<file path="src/rtl/audio_viz_feeder_if.sv">
// Sample stream from the audio FIFO into the feeder.
// Valid/ready handshake carrying 8-bit unsigned samples centred on 128.
interface audio_viz_feeder_if;
    logic       s_valid;
    logic [7:0] s_data;
    logic       s_ready;

    modport master (output s_valid, output s_data, input s_ready);
    modport slave  (input s_valid, input s_data, output s_ready);
endinterface

</file>
<file path="src/rtl/audio_viz_feeder.sv">
// Paces samples from the audio FIFO into the audio_viz datapath and turns its
// thermometer output into a peak-hold/decay level with a clip interrupt.
module audio_viz_feeder #(
    parameter int DIV_W      = 16,
    parameter int HOLD_TICKS = 4800,
    parameter int UNDERRUN_W = 16
) (
    input  logic                  clk,
    input  logic                  rst,
    input  logic                  enable,
    input  logic [DIV_W-1:0]      divisor,
    audio_viz_feeder_if.slave     s,
    output logic [7:0]            audio_out,
    input  logic [7:0]            viz_in,
    output logic [7:0]            peak_out,
    output logic                  irq_clip,
    output logic [UNDERRUN_W-1:0] underrun_cnt,
    output logic                  busy
);

    localparam int                HOLD_W    = (HOLD_TICKS > 1) ? $clog2(HOLD_TICKS) : 1;
    localparam logic [HOLD_W-1:0] HOLD_LOAD = HOLD_W'(HOLD_TICKS - 1);
    localparam logic [7:0]        SILENCE   = 8'd128;

    typedef enum logic [1:0] {
        IDLE,
        PRIME,
        RUN
    } state_t;

    state_t            state;
    logic [DIV_W-1:0]  tick_cnt;
    logic [HOLD_W-1:0] hold_cnt;
    logic              peak_msb_q;
    logic              tick;
    logic [7:0]        peak_new_bars;

    assign tick          = (state == RUN) && (tick_cnt == '0);
    // NOTE: s_ready is decoded from registered state so the FIFO sees it in the tick cycle itself.
    assign s.s_ready     = tick;
    assign busy          = (state != IDLE);
    assign peak_new_bars = viz_in & ~peak_out;

    // NOTE: every register here uses <=; a later assignment in the same edge overrides an earlier one.
    always_ff @(posedge clk or negedge rst) begin
        if (!rst) begin
            state        <= IDLE;
            tick_cnt     <= '0;
            hold_cnt     <= '0;
            audio_out    <= SILENCE;
            peak_out     <= '0;
            peak_msb_q   <= 1'b0;
            irq_clip     <= 1'b0;
            underrun_cnt <= '0;
        end else begin
            peak_msb_q <= peak_out[7];
            irq_clip   <= peak_out[7] & ~peak_msb_q;

            // A tick is honoured even when enable drops in the same cycle.
            if (tick) begin
                if (s.s_valid) begin
                    audio_out <= s.s_data;
                end else begin
                    audio_out <= SILENCE;
                    if (underrun_cnt != '1) begin
                        underrun_cnt <= underrun_cnt + 1'b1;
                    end
                end

                if (peak_new_bars != 8'h00) begin
                    peak_out <= peak_out | viz_in;
                    hold_cnt <= HOLD_LOAD;
                end else if (hold_cnt == '0) begin
                    if (peak_out != 8'h00) begin
                        peak_out <= peak_out >> 1;
                        hold_cnt <= HOLD_LOAD;
                    end
                end else begin
                    hold_cnt <= hold_cnt - 1'b1;
                end
            end

            if (!enable) begin
                state <= IDLE;
                if (!tick) begin
                    audio_out <= SILENCE;
                end
            end else begin
                case (state)
                    IDLE: begin
                        state        <= PRIME;
                        audio_out    <= SILENCE;
                        peak_out     <= '0;
                        underrun_cnt <= '0;
                        hold_cnt     <= '0;
                        tick_cnt     <= '0;
                    end
                    PRIME: begin
                        if (s.s_valid) begin
                            state    <= RUN;
                            tick_cnt <= '0;
                        end
                    end
                    RUN: begin
                        // The divisor is only looked at on reload, so a change waits for the period to end.
                        tick_cnt <= tick ? divisor : tick_cnt - 1'b1;
                    end
                    default: state <= IDLE;
                endcase
            end
        end
    end

endmodule

</file>
<file path="src/flat_wrapper.sv">
// flat-port wrapper written by rule: the top's interface ports become plain ports
module audio_viz_feeder_flat 
#(
    parameter int DIV_W      = 16,
    parameter int HOLD_TICKS = 4800,
    parameter int UNDERRUN_W = 16
)
  (clk, rst, enable, divisor, audio_out, viz_in, peak_out, irq_clip, underrun_cnt, busy, s_s_valid, s_s_data, s_s_ready);
  audio_viz_feeder_if s_i ();
  input  logic clk;
  input  logic rst;
  input  logic enable;
  input  logic [DIV_W-1:0] divisor;
  output logic [7:0] audio_out;
  input  logic [7:0] viz_in;
  output logic [7:0] peak_out;
  output logic irq_clip;
  output logic [UNDERRUN_W-1:0] underrun_cnt;
  output logic busy;
  input wire logic [$bits(s_i.s_valid)-1:0] s_s_valid;
  input wire logic [$bits(s_i.s_data)-1:0] s_s_data;
  output wire logic [$bits(s_i.s_ready)-1:0] s_s_ready;
  assign s_i.s_valid = s_s_valid;
  assign s_i.s_data = s_s_data;
  assign s_s_ready = s_i.s_ready;
  audio_viz_feeder #(.DIV_W(DIV_W), .HOLD_TICKS(HOLD_TICKS), .UNDERRUN_W(UNDERRUN_W)) u_core (.clk(clk), .rst(rst), .enable(enable), .divisor(divisor), .s(s_i), .audio_out(audio_out), .viz_in(viz_in), .peak_out(peak_out), .irq_clip(irq_clip), .underrun_cnt(underrun_cnt), .busy(busy));
endmodule
</file>
<file path="config.mk">
export PLATFORM = sky130hd
export DESIGN_NAME = audio_viz_feeder_flat
export DESIGN_NICKNAME = d
export VERILOG_FILES = /design/src/rtl/audio_viz_feeder_if.sv /design/src/rtl/audio_viz_feeder.sv /design/src/flat_wrapper.sv
export SDC_FILE = /design/constraint.sdc
export NUM_CORES = 1
export LEC_CHECK = 0
export CAP_MARGIN = 40
export CORE_MARGIN = 2
export CORE_UTILIZATION = 53
export DETAILED_ROUTE_END_ITERATION = 8
export GPL_TIMING_DRIVEN = 1
export MAX_ROUTING_LAYER = met4
export PLACE_DENSITY = 0.81
export SLEW_MARGIN = 15
export SYNTH_ARGS = -nofsm -noshare
export SYNTH_HDL_FRONTEND = slang
export SYNTH_SLANG_ARGS = --single-unit
</file>
<file path="constraint.sdc">
create_clock -name clk -period 3.3 [get_ports clk]
set_clock_uncertainty 0.15 [all_clocks]
set_input_delay 0.495 -clock clk [delete_from_list [all_inputs] [get_ports clk]]
set_output_delay 0.495 -clock clk [all_outputs]
set_load 0.005 [all_outputs]
</file>
==> results.toml <==
[run_status]
status = "finished, final reports clean"

[place]
globalplace.congestion = 0.9385
postPlaceCellArea_sq_um = 4715
dpl.hpwl_um = 7488
io_buffers = 70

[logic_synthesis]
synth_simple_gate_area_share_pct = 26.87
synthMuxAreaShare_pct = 1.822
synth_seq_cells = 65
synth_top_family_by_area = "simple AND/OR/NAND/NOR gates"
seq_area_frac_synth_pct = 42.32
synth-xor-area-share_pct = 0.2277
synth_compound_area_share_pct = 22.41
yosys_warnings = 0
synth_ff_type = "dfrtp_1"
synthAdderAreaFrac_pct = 1.627
netlist_top_cells_count = "dfrtp_1, o21ai_0, a21oi_1"
syn_nets = 493
yosys.area.top_type = "dfrtp_1"
syn_area_per_cell_sq_um = 8.509
synth_edf_count = 0
synth_area_leaders = "dfrtp_1, o21ai_0, a21oi_1"
yosysTopAreaCellShare_pct = 41.64
post-synth-top-count-cell = "dfrtp_1"
synth_cell_types = 47
netlist_area_sq_um = 3846
synthArstFlopShare_pct = 100.0
synthCells = 452

[worst_hold_path]
hold_path.class = "register to register"
holdCritStartpoint = "u_core.peak_msb_q"
whs_path_depth = 1
min_to = "u_core.irq_clip"

[clocking]
path_clk_slew_ns = 0.08
cts_setup_buffers = 0
clk_latency_ns = 0.35
cts-root-buf = "clkbuf_8"
cts.sinks = 65
ctsLongestPathBuffers = 2
cts_tree = "done"
cts_max_level = 3
cts_buffers = 9

[layout]
diodes = 0
n_fill_cell = 590
finalNetCount = 567
multi_input_area_sq_um = 2057
seqCellArea_sq_um = 1628
area_growth_pct = 29.18
fin_util_pct = 69.62
design_area_sq_um = 4969
drive_gt1_share_pct = 8.851

[sta]
rsz0062_at_grt = "no"
min_period_ns = 3.161
hold_violations = 0
max_freq_mhz = 316.3
tightest_slew_ns = 0.8370
setup_violations = 0
drv_slew = 0
min_period_over_period_pct = 95.80
slew_headroom_pct = 43.96
tns_ns = 0

[pwr]
ir_drop_v = 0.0003707
power_density_nw_per_um2 = 638.6
p_leak_nw = 2.083

[critical_path]
r2r_cells = 5
crit_slowest_cell = "or4_1"
startpoint_type = "register"
reg2reg_slack_ns = 0.33
cp.arrival_ns = 2.52
critPathTopFamily = "simple AND/OR/NAND/NOR gates"
worst_ep_required_time_ns = 2.65
end_kind = "primary output"
path_class = "register to primary output"
r2r_start = "u_core.tick_cnt[12]"
path_cells = "or4_1, or2_1, nor3_2, clkdlybuf4s50_1"
critPathBufInv = 1
r2r_end = "u_core.underrun_cnt[10]"
critPathMaxFanout = 8
critical_path.max_stage_delay_ns = 0.57

[detailed_routing]
ant_nets = 0
vias = 3994
viasPerCell = 6.340
drtIter0Drc = 238
drc = 0
first_pass_iters = 4
wirelength_um = 10680
wl_per_cell_um = 16.95

[grt]
track_usage_pct = 29.13
antenna_found_initial = 0
grt_first_pass_wirelength_um = 17660
grt_pass1_vias = 3780
grt_overflow = 0
grt_start_max_net_pins = 66

[floorplanning]
die_y_um = 89.19
ios = 71
die_w_um = 89.19
core_sq_um = 7137
initial_utilization_pct = 53.89
dieArea_sq_um = 7954
rows = 31

[run]
cap_violations = 0
==> sequential cells by signal, summed over array words and instances (netlist names) <==
signal               cells
u_core.audio_out         8
u_core.hold_cnt         13
u_core.irq_clip          1
u_core.peak_msb_q        1
u_core.peak_out          8
u_core.state             2
u_core.tick_cnt         16
u_core.underrun_cnt     16
==> repair_timing <==
action / in CTS / in global routing
hold endpoints to repair: 0 / 9
endpoints found under the setup margin: 1 / 3
gates resized for setup: 1 / 1
hold buffers: 0 / 1
pin swaps: 0 / 0
==> cell families after synthesis <==
kind of cell,count (synthesis)
buf+inv,48
mux,7
fa+ha+maj,5
compound gates,136
xor+xnor,1
simple gates,190
flops,65
==> area by class of cell <==
cell class              count  area share [%]
clock inverters             2          0.7051
repair buffers             88           17.43
inverters                  23           1.738
clock buffers              14           3.475
multi-input cells         339           41.40
flip-flops and latches     65           32.76
well taps                  99           2.493
==> power breakdown <==
group	switching, mW	internal (mW)
sequential	0.123	0.897
clock	0.310	0.411
combinational	0.843	0.588
total	1.28	1.90
==> layout by cell type, fill, tap and decap left out, drive strengths merged, types with 13 or more instances in the layout <==
cell	synthesis	final
a21oi	34	34
buf	0	18
clkbuf	25	14
clkdlybuf4s50	0	69
dfrtp	64	64
inv	23	23
nand2	26	26
nand3	31	31
nand4	13	13
nor2	30	30
nor3	16	16
nor4	18	18
o21ai	39	39
or4	16	16
==> layer usage <==
metal,vias up,track usage (%),part of all wire (%)
met5,-,-,0
met1,1974,38.90,44
met2,139,45.72,50
met4,0,10.99,1.5
met3,18,3.416,5.2
li1,1863,-,-
==> per-stage QoR <==
stage	worst slack, ns	power [mW]	hold slack [ns]	instances
floorplan	0.4910	2.014	0.04941	452
global placement	0.2443	2.386	0.2368	612
detailed placement	0.1601	2.425	0.2547	612
CTS	0.1334	3.150	0.2103	628
global route	0.07365	3.404	0.2766	630
finish	0.1385	3.173	0.2572	630
==> worst max-delay path by stage <==
stage	from	end	slack, ns	depth (start not counted)
2_1_floorplan	u_core.tick_cnt[12]	u_core.underrun_cnt[6]	0.49	6
3_3_place_gp	u_core.tick_cnt[12]	u_core.underrun_cnt[8]	0.24	5
3_5_place_dp	u_core.tick_cnt[12]	u_core.underrun_cnt[9]	0.16	5
4_1_cts	u_core.tick_cnt[12]	u_core.underrun_cnt[9]	0.13	5
5_1_grt	u_core.tick_cnt[7]	s_s_ready	0.07	4
6_report	u_core.tick_cnt[7]	s_s_ready	0.14	4
(Power assumes the default switching activity.)
